==> config.mk <==
export PLATFORM = sky130hd
export DESIGN_NAME = apa102_sync_rx
export DESIGN_NICKNAME = d
export VERILOG_FILES = /design/src/rtl/apa102_sync_rx.sv
export SDC_FILE = /design/constraint.sdc
export NUM_CORES = 1
export LEC_CHECK = 0
export CAP_MARGIN = 20
export CORE_MARGIN = 2
export CORE_UTILIZATION = 52
export CTS_CLUSTER_DIAMETER = 60
export DETAILED_ROUTE_END_ITERATION = 8
export GPL_ROUTABILITY_DRIVEN = 0
export GPL_TIMING_DRIVEN = 0
export MAX_ROUTING_LAYER = met4
export PLACE_DENSITY = 0.72
export SYNTH_ARGS = -nofsm -noshare
export SYNTH_HDL_FRONTEND = slang
export SYNTH_SLANG_ARGS = --single-unit
==> constraint.sdc <==
create_clock -name clk -period 11.55 [get_ports clk]
set_input_delay 1.155 -clock clk [delete_from_list [all_inputs] [get_ports clk]]
set_output_delay 1.155 -clock clk [all_outputs]
set_load 0.01 [all_outputs]
==> src/rtl/apa102_sync_rx.sv <==
// APA102 receiver oversampled on clk: hunts for a 32-zero start frame, collects LED
// frames into a shadow buffer and commits a full strip atomically as GRB pixels.
module apa102_sync_rx #(
    parameter int LED_CNT      = 7,
    parameter int SYNC_STAGES  = 2,
    parameter int IDLE_TIMEOUT = 4096
) (
    input  logic                  clk,
    input  logic                  reset,
    input  logic                  sck,
    input  logic                  sda,
    output logic [LED_CNT*24-1:0] frame_data,
    output logic                  frame_valid,
    output logic                  sync_err
);

    localparam int FW     = LED_CNT * 24;
    localparam int PIX_W  = (LED_CNT > 1) ? $clog2(LED_CNT) : 1;
    localparam int IDLE_W = $clog2(IDLE_TIMEOUT + 1);

    localparam logic [0:0] ST_HUNT  = 1'b0;
    localparam logic [0:0] ST_PIXEL = 1'b1;

    logic [SYNC_STAGES-1:0] sck_sync_q;
    logic [SYNC_STAGES-1:0] sda_sync_q;
    logic                   sck_prev_q;

    logic [0:0]        state_q,    state_d;
    logic [4:0]        bit_cnt_q,  bit_cnt_d;
    logic [PIX_W-1:0]  pix_idx_q,  pix_idx_d;
    logic [5:0]        zero_cnt_q, zero_cnt_d;
    logic [IDLE_W-1:0] idle_q,     idle_d;
    logic [30:0]       word_q,     word_d;
    logic [FW-1:0]     shadow_q,   shadow_d;
    logic              commit_q,   commit_d;
    logic [FW-1:0]     frame_q,    frame_d;
    logic              fv_q,       fv_d;
    logic              err_q,      err_d;

    logic        sck_rise;
    logic        sda_bit;
    logic [31:0] word_full;

    // APA102 colour bytes are {B,G,R}; the frame bus wants {G,R,B}
    function automatic logic [23:0] to_grb(input logic [23:0] bgr);
        return {bgr[15:8], bgr[7:0], bgr[23:16]};
    endfunction

    always_ff @(posedge clk or posedge reset) begin
        if (reset) begin
            sck_sync_q <= '0;
            sda_sync_q <= '0;
            sck_prev_q <= 1'b0;
        end else begin
            sck_sync_q <= {sck_sync_q[SYNC_STAGES-2:0], sck};
            sda_sync_q <= {sda_sync_q[SYNC_STAGES-2:0], sda};
            sck_prev_q <= sck_sync_q[SYNC_STAGES-1];
        end
    end

    assign sck_rise  = sck_sync_q[SYNC_STAGES-1] & ~sck_prev_q;
    assign sda_bit   = sda_sync_q[SYNC_STAGES-1];
    assign word_full = {word_q, sda_bit};

    always_comb begin
        state_d    = state_q;
        bit_cnt_d  = bit_cnt_q;
        pix_idx_d  = pix_idx_q;
        zero_cnt_d = zero_cnt_q;
        idle_d     = idle_q;
        word_d     = word_q;
        shadow_d   = shadow_q;
        commit_d   = 1'b0;
        frame_d    = frame_q;
        fv_d       = 1'b0;
        err_d      = 1'b0;

        if (commit_q) begin
            frame_d = shadow_q;
            fv_d    = 1'b1;
        end

        if (sck_rise) begin
            idle_d = '0;
        end else if (idle_q != IDLE_W'(IDLE_TIMEOUT)) begin
            idle_d = idle_q + 1'b1;
        end

        if (state_q == ST_HUNT) begin
            if (sck_rise) begin
                if (sda_bit) begin
                    zero_cnt_d = '0;
                end else if (zero_cnt_q != 6'd32) begin
                    zero_cnt_d = zero_cnt_q + 6'd1;
                end
                if (!sda_bit && zero_cnt_q == 6'd31) begin
                    state_d   = ST_PIXEL;
                    bit_cnt_d = '0;
                    pix_idx_d = '0;
                end
            end
        end else begin
            if (sck_rise) begin
                word_d    = word_full[30:0];
                bit_cnt_d = bit_cnt_q + 5'd1;
                if (bit_cnt_q == 5'd31) begin
                    if (word_full[31:29] == 3'b111) begin
                        shadow_d[(LED_CNT-1-int'(pix_idx_q))*24 +: 24] = to_grb(word_full[23:0]);
                        if (pix_idx_q == PIX_W'(LED_CNT - 1)) begin
                            commit_d   = 1'b1;
                            state_d    = ST_HUNT;
                            zero_cnt_d = '0;
                        end else begin
                            pix_idx_d = pix_idx_q + 1'b1;
                        end
                    end else if (word_full == 32'h0) begin
                        // another start frame: restart the strip without complaint
                        pix_idx_d = '0;
                    end else begin
                        err_d      = 1'b1;
                        state_d    = ST_HUNT;
                        zero_cnt_d = '0;
                    end
                end
            end else if (idle_q == IDLE_W'(IDLE_TIMEOUT)) begin
                state_d    = ST_HUNT;
                zero_cnt_d = '0;
            end
        end
    end

    always_ff @(posedge clk or posedge reset) begin
        if (reset) begin
            state_q    <= ST_HUNT;
            bit_cnt_q  <= '0;
            pix_idx_q  <= '0;
            zero_cnt_q <= '0;
            idle_q     <= '0;
            word_q     <= '0;
            shadow_q   <= '0;
            commit_q   <= 1'b0;
            frame_q    <= '0;
            fv_q       <= 1'b0;
            err_q      <= 1'b0;
        end else begin
            state_q    <= state_d;
            bit_cnt_q  <= bit_cnt_d;
            pix_idx_q  <= pix_idx_d;
            zero_cnt_q <= zero_cnt_d;
            idle_q     <= idle_d;
            word_q     <= word_d;
            shadow_q   <= shadow_d;
            commit_q   <= commit_d;
            frame_q    <= frame_d;
            fv_q       <= fv_d;
            err_q      <= err_d;
        end
    end

    assign frame_data  = frame_q;
    assign frame_valid = fv_q;
    assign sync_err    = err_q;

endmodule

==> impl_metrics.toml, run 1 <==
[routing]
wl_mm = 44.0
drt_first_pass_iters = 6
routedWlPerCell_microns = 20.5
vias_per_cell = 5.75
drc_errors = 0
final_antenna_net_count = 0
routed-via-count = 12336
drt_iter0_markers = 1122

[cts]
cts_tree = "done"
hold_buffers = 0
ctsLongestPathBuffers = 3
ctsResizeCount = 0
cts_buffers = 43
h-tree-depth = 2
cts_sinks = 403
clkTransAtPathRegs_ns = 0.06
cts_setup_buffers = 0
cts_root_buffer = "clkbuf_16"
clk_latency_ns = 0.55

[grt]
grt_usage = 0.254
grt_start_max_net_pins = 45
grt_pass1_wl_mm = 69.6
grt_pass1_vias = 12380
antenna_found_initial = 0
grt_overflow = 0

[worst_setup_path]
cp.required_ns = 11.98
crit_path_max_fanout = 10
cp.arrival_ns = 6.85
path_class = "reg -> reg"
start_kind = "register"
endpoint_kind = "register"

[layout]
final_common_cell = "dfrtp_1"
area_delta_synth_final_pct = 22.1
final.fill_count = 2607
finalNonFillerCells = 2146
nets = 1685
fin_util = 0.641
n_antenna_cell = 0
drive_gt1_frac = 0.275
final_cell_mix = "dfrtp_1 (403), mux2_2 (310), clkdlybuf4s50_1 (173)"

[sta]
hold_viol_final = 0
fin_setup_tns_ns = 0
drv_slew = 0
fmax_mhz = 156
setup_slack_ns = 5.13
rsz0062_at_grt = "no"
period_needed_ns = 6.42
setup_viol = 0
worstMarginPinSlew_ns = 1.13
timing.hold.ws_ns = 0.349
min_period_over_period = 0.556
slew_headroom = 0.240
fin_worst_skew_ns = 0.0203

[die]
chipWidth_microns = 190
ios = 174
initial_utilization = 0.525
die_h_microns = 190
core-area_sq_mm = 0.0343
num_rows = 68
dieArea_sq_mm = 0.0361

[synthesis]
synth_edf_count = 0
ys.flop_type = "dfrtp_1"
ys_types = 72
syn_area_sq_mm = 0.0180
yosysWarningCount = 0
avgSynthCellArea_sq_um = 12.6
seq_area_frac_synth = 0.560
syn-num-nets = 1455
async_reset_ff_frac = 1.00
ys_ff_latch = 403
syn_inst = 1429

[outcome]
outcome = "complete, no violations"

[pwr]
leakagePower_nw = 10.2
peakVddDrop_mv = 0.112
p_per_area_mw_per_mm2 = 131

[worst_hold_path]
hold_path.class = "reg -> reg"

[job]
maxCapViolCount = 0

[placement]
place_ws_ns = 5.22
portBuffers = 173
hpwl_mm = 31.7
dp.cells = 2068
==> logic make-up (layout without fill, tap and decap cells) <==
family / after synthesis / in the layout / synth area share
xor gates and xnor gates: 17 / 17 / 0.0110
DFF: 403 / 403 / 0.560
muxes: 358 / 358 / 0.225
AOI/OAI and AO/OA: 181 / 181 / 0.0684
and+or+nand+nor: 335 / 335 / 0.0931
buffers and inverters: 113 / 375 / 0.0258
adders and majority gates: 22 / 22 / 0.0161
==> final cells by class <==
type	instances	area, sq um	area share
inverter	32	124	0.00564
tap	455	569	0.0259
clock buffer	61	1270	0.0580
timing repair buffer	185	1940	0.0885
sequential	403	10100	0.459
multi-input combinational	913	7450	0.339
buffer	81	344	0.0157
clock inverter	16	184	0.00837
==> flip-flops by register name, indices dropped and copies added, names as in the netlist, 3 cells and up <==
name / flops
bit_cnt_q: 5
frame_data: 168
idle_q: 13
pix_idx_q: 3
shadow_q: 168
word_q: 31
zero_cnt_q: 6
==> Yosys cell counts (3+ instances only) <==
master	n	area (sq um)
o31ai_1	12	90.1
nand4_1	9	56.3
ha_1	20	250
dfrtp_1	403	10100
nor4_1	13	81.3
nor3_1	14	70.1
nor2b_1	7	43.8
mux2_1	3	33.8
clkbuf_1	52	195
buf_1	14	52.6
o22ai_1	5	31.3
nand3_2	3	30.0
buf_2	11	55.1
a22oi_1	20	150
mux2_4	16	240
o2bb2ai_1	7	61.3
buf_6	3	33.8
nand3b_1	4	30.0
nor2_1	91	342
a21o_1	5	37.5
and3_1	7	43.8
or3_1	8	50.1
xor2_1	7	61.3
mux2_2	310	3490
o21ai_0	64	320
inv_1	29	109
nand2b_1	19	119
xnor2_1	5	43.8
or2_2	8	50.1
nor4b_1	4	35.0
nor2_2	9	56.3
nand2_1	95	357
nand3_1	27	135
a22o_1	18	158
mux2i_1	29	290
a21oi_1	24	120
o211ai_1	4	30.0
==> worst paths after layout <==
path / to / start / slack [ns] / depth (start not counted)
setup / recovery: shadow_q[164]$_DFFE_PP0P_ / pix_idx_q[0]$_DFFE_PP0P_ / 5.13 / 19
hold / removal: sda_sync_q[1]$_DFF_PP0_ / sda_sync_q[0]$_DFF_PP0_ / 0.35 / 0
setup reg to reg: shadow_q[164]$_DFFE_PP0P_ / pix_idx_q[0]$_DFFE_PP0P_ / 5.13 / 19
hold reg to reg: sda_sync_q[1]$_DFF_PP0_ / sda_sync_q[0]$_DFF_PP0_ / 0.35 / 0
max in group asynchronous: shadow_q[123]$_DFFE_PP0P_ / reset / 9.08 / 6
min in group asynchronous: frame_data[16]$_DFFE_PP0P_ / reset / 1.07 / 2
==> metrics by stage <==
step	cell area [sq um]	total power, mW
6_report	22000	2.88
5_1_grt	22000	2.98
4_1_cts	22000	2.91
3_5_place_dp	20500	1.52
3_3_place_gp	20300	1.51
2_1_floorplan	18000	1.50
==> where the power goes <==
part,internal [mW],total [mW],switching [mW]
sequential,1.42,1.43,0.00951
combinational,0.0201,0.0641,0.0440
clock,0.838,1.39,0.553
total,2.28,2.88,0.606
==> routing by layer <==
metal / global-route usage / wire length [microns] / up-vias
met3: 0.0422 / 2800 / 121
met2: 0.378 / 19800 / 441
met5: - / 0 / -
li1: - / - / 5556
met1: 0.361 / 20000 / 6218
met4: 0.0742 / 1430 / 0
==> worst max-delay path, stage by stage, from the launching register on <==
cell      delay (ns)
dfrtp_1         0.44
buf_2           0.30
clkinv_1        0.30
ha_1            0.53
ha_1            0.28
ha_1            0.21
fa_1            0.45
buf_6           0.16
or4b_4          0.58
or2_2           0.31
inv_1           0.06
ha_1            0.14
inv_1           0.04
ha_1            0.18
nor4b_1         0.27
nand3_1         0.33
a211oi_4        0.54
o21ai_1         0.26
nor2_2          0.51
mux2_2          0.40
(Power assumes the default switching activity.)
==> run 2: changes to the inputs <==
clock period = 5.52 ns   (was 11.55 ns; I/O delays follow)
==> run 2 against run 1 <==
- non-clock buffer count grew 23
- clock skew is essentially flat
- fmax grew 19%
- worst setup slack lost 5.0 ns
- total power grew 110%
- final area grew 1.5%
==> impl_metrics.toml, run 2 (synthesis results as in run 1) <==
[outcome]
outcome = "complete, no violations"

[routing]
routed-via-count = 12420
drc_errors = 0
wl_mm = 44.4
final_antenna_net_count = 0
vias_per_cell = 5.73
routedWlPerCell_microns = 20.5
drt_first_pass_iters = 7
drt_iter0_markers = 1213

[sta]
fin_worst_skew_ns = 0.0205
min_period_over_period = 0.975
hold_viol_final = 0
worstMarginPinSlew_ns = 1.11
setup_viol = 0
slew_headroom = 0.255
period_needed_ns = 5.38
fmax_mhz = 186
drv_slew = 0
timing.hold.ws_ns = 0.349

[pwr]
p_int_mw = 4.77
p_per_area_mw_per_mm2 = 271
sequentialPowerShare = 0.496
switchingPower_mw = 1.27
leakagePower_nw = 10.3
peakVddDrop_mv = 0.234
p_clk_frac = 0.482
swShare = 0.210
comb_power_share = 0.022

[cts]
clk_latency_ns = 0.54
cts_tree = "done"
cts_sinks = 403
ctsLongestPathBuffers = 3
clkTransAtPathRegs_ns = 0.06
cts_buffers = 43
h-tree-depth = 2
cts_root_buffer = "clkbuf_16"
hold_buffers = 0

[job]
maxCapViolCount = 0

[die]
die_h_microns = 190
chipWidth_microns = 190
core-area_sq_mm = 0.0343
dieArea_sq_mm = 0.0361
initial_utilization = 0.525
ios = 174
num_rows = 68

[placement]
hpwl_mm = 31.7
portBuffers = 173

[grt]
grt_pass1_vias = 12407
antenna_found_initial = 0
grt_overflow = 0
grt_start_max_net_pins = 45
grt_pass1_wl_mm = 69.7
grt_usage = 0.255

[layout]
final_common_cell = "dfrtp_1"
n_antenna_cell = 0
final_cell_mix = "dfrtp_1 (401), mux2_2 (310), clkdlybuf4s50_1 (173)"
area_delta_synth_final_pct = 23.9
nets = 1708
drive_gt1_frac = 0.290
fin_util = 0.651

[worst_setup_path]
start_kind = "register"
path_class = "reg -> reg"
endpoint_kind = "register"
cp.required_ns = 5.93
cp.arrival_ns = 5.79
crit_path_max_fanout = 10

[worst_hold_path]
hold_path.class = "reg -> reg"
run 2: cell types whose count changed in the layout (fill, tap and decap cells not counted), sizes merged:
| cell | change |
|---|---|
| buf | +24 |
| clkbuf | -1 |
run 2: worst max-delay path: stages (launching register included):
cell	delay, ns
dfrtp_2	0.42
buf_8	0.15
clkinv_4	0.09
ha_4	0.28
ha_1	0.28
ha_1	0.21
fa_1	0.46
buf_6	0.17
or4b_4	0.53
or2_2	0.31
inv_1	0.07
ha_1	0.14
inv_1	0.04
ha_1	0.20
nor4b_2	0.29
nand3_2	0.22
a211oi_4	0.27
buf_6	0.16
buf_6	0.11
inv_2	0.03
o32a_1	0.36
buf_6	0.17
mux2_4	0.29
run 2: worst paths after layout:
path | end | startpoint | cells after the start | slack [ns]
hold / removal | sda_sync_q[1]$_DFF_PP0_ | sda_sync_q[0]$_DFF_PP0_ | 0 | 0.35
min in group asynchronous | frame_data[16]$_DFFE_PP0P_ | reset | 2 | 0.47
setup reg to reg | shadow_q[77]$_DFFE_PP0P_ | pix_idx_q[0]$_DFFE_PP0P_ | 22 | 0.14
hold reg to reg | sda_sync_q[1]$_DFF_PP0_ | sda_sync_q[0]$_DFF_PP0_ | 0 | 0.35
max in group asynchronous | shadow_q[123]$_DFFE_PP0P_ | reset | 6 | 3.65
setup / recovery | shadow_q[77]$_DFFE_PP0P_ | pix_idx_q[0]$_DFFE_PP0P_ | 22 | 0.14
run 2: area by class of cell:
class / count / area, sq um
Buffer: 81 / 354
Clock buffer: 61 / 1270
Clock inverter: 16 / 184
Fill cell: 2568 / 12000
Inverter: 32 / 131
Multi-Input combinational cell: 913 / 7540
Sequential cell: 403 / 10100
Tap cell: 455 / 569
Timing Repair Buffer: 208 / 2160
run 2: repair_timing:
item                                    in CTS  in global routing
setup buffers                                4                 20
gates resized for setup                     20                  6
endpoints found under the setup margin     168                154
pin swaps                                    4                  9
run 2: stage by stage:
step	instances	area [sq um]	worst slack, ns	power (mW)	TNS (ns)
after floorplan	1429	18000	-0.460	3.13	-185.27
after global placement	2057	20300	-2.91	3.16	-1233.51
after detailed placement	2068	20500	-0.808	3.18	-87.27
after CTS	2149	22100	0.00693	6.09	0
after global routing	2169	22300	-0.00430	6.23	-0.00430
final	2169	22300	0.139	6.04	0
run 2: power by group through the flow:
stage	logic (mW)	clock network, mW	registers (mW)
2_1_floorplan	0.0909	0	3.04
3_3_place_gp	0.116	0	3.05
3_5_place_dp	0.138	0	3.04
4_1_cts	0.139	2.96	2.99
5_1_grt	0.159	3.08	2.99
6_report	0.134	2.91	2.99
run 2: metal layers:
layer | GRT usage | up-vias | share of wire | wire [microns]
met4 | 0.0730 | 0 | 0.030 | 1350
li1 | - | 5597 | - | -
met2 | 0.381 | 463 | 0.46 | 20200
met1 | 0.364 | 6252 | 0.45 | 19900
met5 | - | - | 0 | 0
met3 | 0.0380 | 108 | 0.067 | 2960
==> run 3: changes to the inputs <==
GPL_TIMING_DRIVEN = not set   (was 0)
==> run 3 against run 2 <==
- die area did not move
- wire length is 4.8% lower
- combinational power down 13%
- worst setup slack gained 0.092 ns
- clock power decreased by 3%
- worst hold slack worse by 0.0062 ns
- critical path type unchanged
- utilization decreased by 1.7 points
==> impl_metrics.toml, run 3 (synthesis results as in run 1) <==
[layout]
fin_area_sq_mm = 0.0217
seq_area_sq_mm = 0.0101
area_delta_synth_final_pct = 20.7
final.fill_count = 2631
final_common_cell = "dfrtp_1"
n_antenna_cell = 0
nets = 1627
final_cell_mix = "dfrtp_1 (402), mux2_2 (310), clkdlybuf4s50_1 (173)"
multi_input_area_sq_mm = 0.00749
drive_gt1_frac = 0.290
finalNonFillerCells = 2083

[pwr]
p_per_area_mw_per_mm2 = 273
leakagePower_nw = 10.1
power.total_mw = 5.93
switchingPower_mw = 1.23
comb_power_share = 0.020
p_int_mw = 4.69
p_clk_frac = 0.475
sequentialPowerShare = 0.506
swShare = 0.208
peakVddDrop_mv = 0.210

[grt]
grt_start_max_net_pins = 191
antenna_found_initial = 0
grt_overflow = 0
grt_pass1_wl_mm = 67.2
grt_usage = 0.242
grt_pass1_vias = 11973

[cts]
clkTransAtPathRegs_ns = 0.06
cts_buffers = 43
cts_tree = "done"
ctsLongestPathBuffers = 3
h-tree-depth = 2
hold_buffers = 0
cts_root_buffer = "clkbuf_16"
cts_sinks = 403
clk_latency_ns = 0.54

[routing]
final_antenna_net_count = 0
drc_errors = 0
drt_iter0_markers = 840
drt_first_pass_iters = 5
vias_per_cell = 5.74
routed-via-count = 11951
routedWlPerCell_microns = 20.3
wl_mm = 42.3

[sta]
fin_worst_skew_ns = 0.0174
setup_viol = 0
fin_setup_tns_ns = 0
min_period_over_period = 0.958
period_needed_ns = 5.29
worstMarginPinSlew_ns = 1.07
slew_headroom = 0.282
fmax_mhz = 189
drv_slew = 0
setup_slack_ns = 0.231
hold_viol_final = 0

[worst_setup_path]
crit_path_max_fanout = 9
start_kind = "register"
cp.required_ns = 5.93
cp.arrival_ns = 5.70
r2r-start = "pix_idx_q[0]$_DFFE_PP0P_"
worstSetupStartpoint = "pix_idx_q[0]$_DFFE_PP0P_"
endpoint_kind = "register"
path_class = "reg -> reg"

[job]
maxCapViolCount = 0

[die]
num_rows = 68
initial_utilization = 0.525
die_h_microns = 190
ios = 174
dieArea_sq_mm = 0.0361
chipWidth_microns = 190
core-area_sq_mm = 0.0343

[worst_hold_path]
hold_path.class = "reg -> reg"
min-delay-start = "sda_sync_q[0]$_DFF_PP0_"

[placement]
portBuffers = 173
dp.cells = 2004
place_ws_ns = 0.0224
hpwl_mm = 29.0
place_area_sq_mm = 0.0202

[outcome]
outcome = "complete, no violations"
[run 3: cell types whose count changed in the layout (fill, tap and decap cells not counted), moves of 2 or more]
cell / previous run / this run
buf_12: 13 / 5
ha_1: 18 / 20
ha_4: 2 / 0
clkinvlp_4: 5 / 1
buf_2: 11 / 0
buf_4: 20 / 30
clkbuf_1: 58 / 6
buf_1: 14 / 0
buf_6: 5 / 0
bufinv_16: 3 / 1
dfrtp_2: 2 / 0
[run 3: metal layers]
layer,part of all wire,wire length [microns],GRT usage
met1,0.46,19500,0.350
met2,0.45,18900,0.358
met3,0.062,2640,0.0356
met4,0.029,1210,0.0716
met5,0,0,-
[run 3: layout make-up]
cell class / instances / share of cell area
Clock buffer: 63 / 0.0605
Clock inverter: 9 / 0.00386
Inverter: 32 / 0.00570
Multi-Input combinational cell: 913 / 0.345
Sequential cell: 403 / 0.464
Tap cell: 455 / 0.0262
Timing Repair Buffer: 208 / 0.0947
[run 3: stage by stage]
step,hold slack (ns),utilization
final,0.343,0.634
after CTS,0.348,0.631
after floorplan,0.331,-
after detailed placement,0.342,0.590
after global placement,0.339,0.590
after global routing,0.353,0.634
[run 3: worst max-delay path: stages, from the launching register on]
cell and delay (ns):
dfrtp_1 0.42, ha_1 0.25, xor2_2 0.16, inv_2 0.09
buf_4 0.16, ha_1 0.31, fa_1 0.51, buf_4 0.19
nand3b_1 0.30, or3_1 0.41, inv_1 0.07, ha_1 0.17
nor4bb_1 0.41, nand3_2 0.25, a211oi_4 0.33, buf_4 0.19
inv_2 0.05, o32a_1 0.51, mux2_4 0.36
[run 3: repair_timing]
item / 4_1_cts / 5_1_grt
gates resized for setup: 0 / 9
endpoints found under the setup margin: 16 / 110
pin swaps: 1 / 1
setup buffers: 3 / 3
[run 3: power by group through the flow]
stage,logic (mW),registers [mW],clock network [mW]
after detailed placement,0.120,3.05,0
after global routing,0.136,3.00,3.01
after floorplan,0.0909,3.04,0
after CTS,0.120,2.99,2.87
final,0.116,3.00,2.81
after global placement,0.116,3.05,0
[run 3: worst paths after layout]
kind | cells after the start | to | slack, ns
max | 18 | shadow_q[78]$_DFFE_PP0P_ | 0.23
min reg2reg | 0 | sda_sync_q[1]$_DFF_PP0_ | 0.34
min | 0 | sda_sync_q[1]$_DFF_PP0_ | 0.34
max in group asynchronous | 3 | frame_data[140]$_DFFE_PP0P_ | 4.02
max reg2reg | 18 | shadow_q[78]$_DFFE_PP0P_ | 0.23
min in group asynchronous | 3 | frame_data[85]$_DFFE_PP0P_ | 0.59
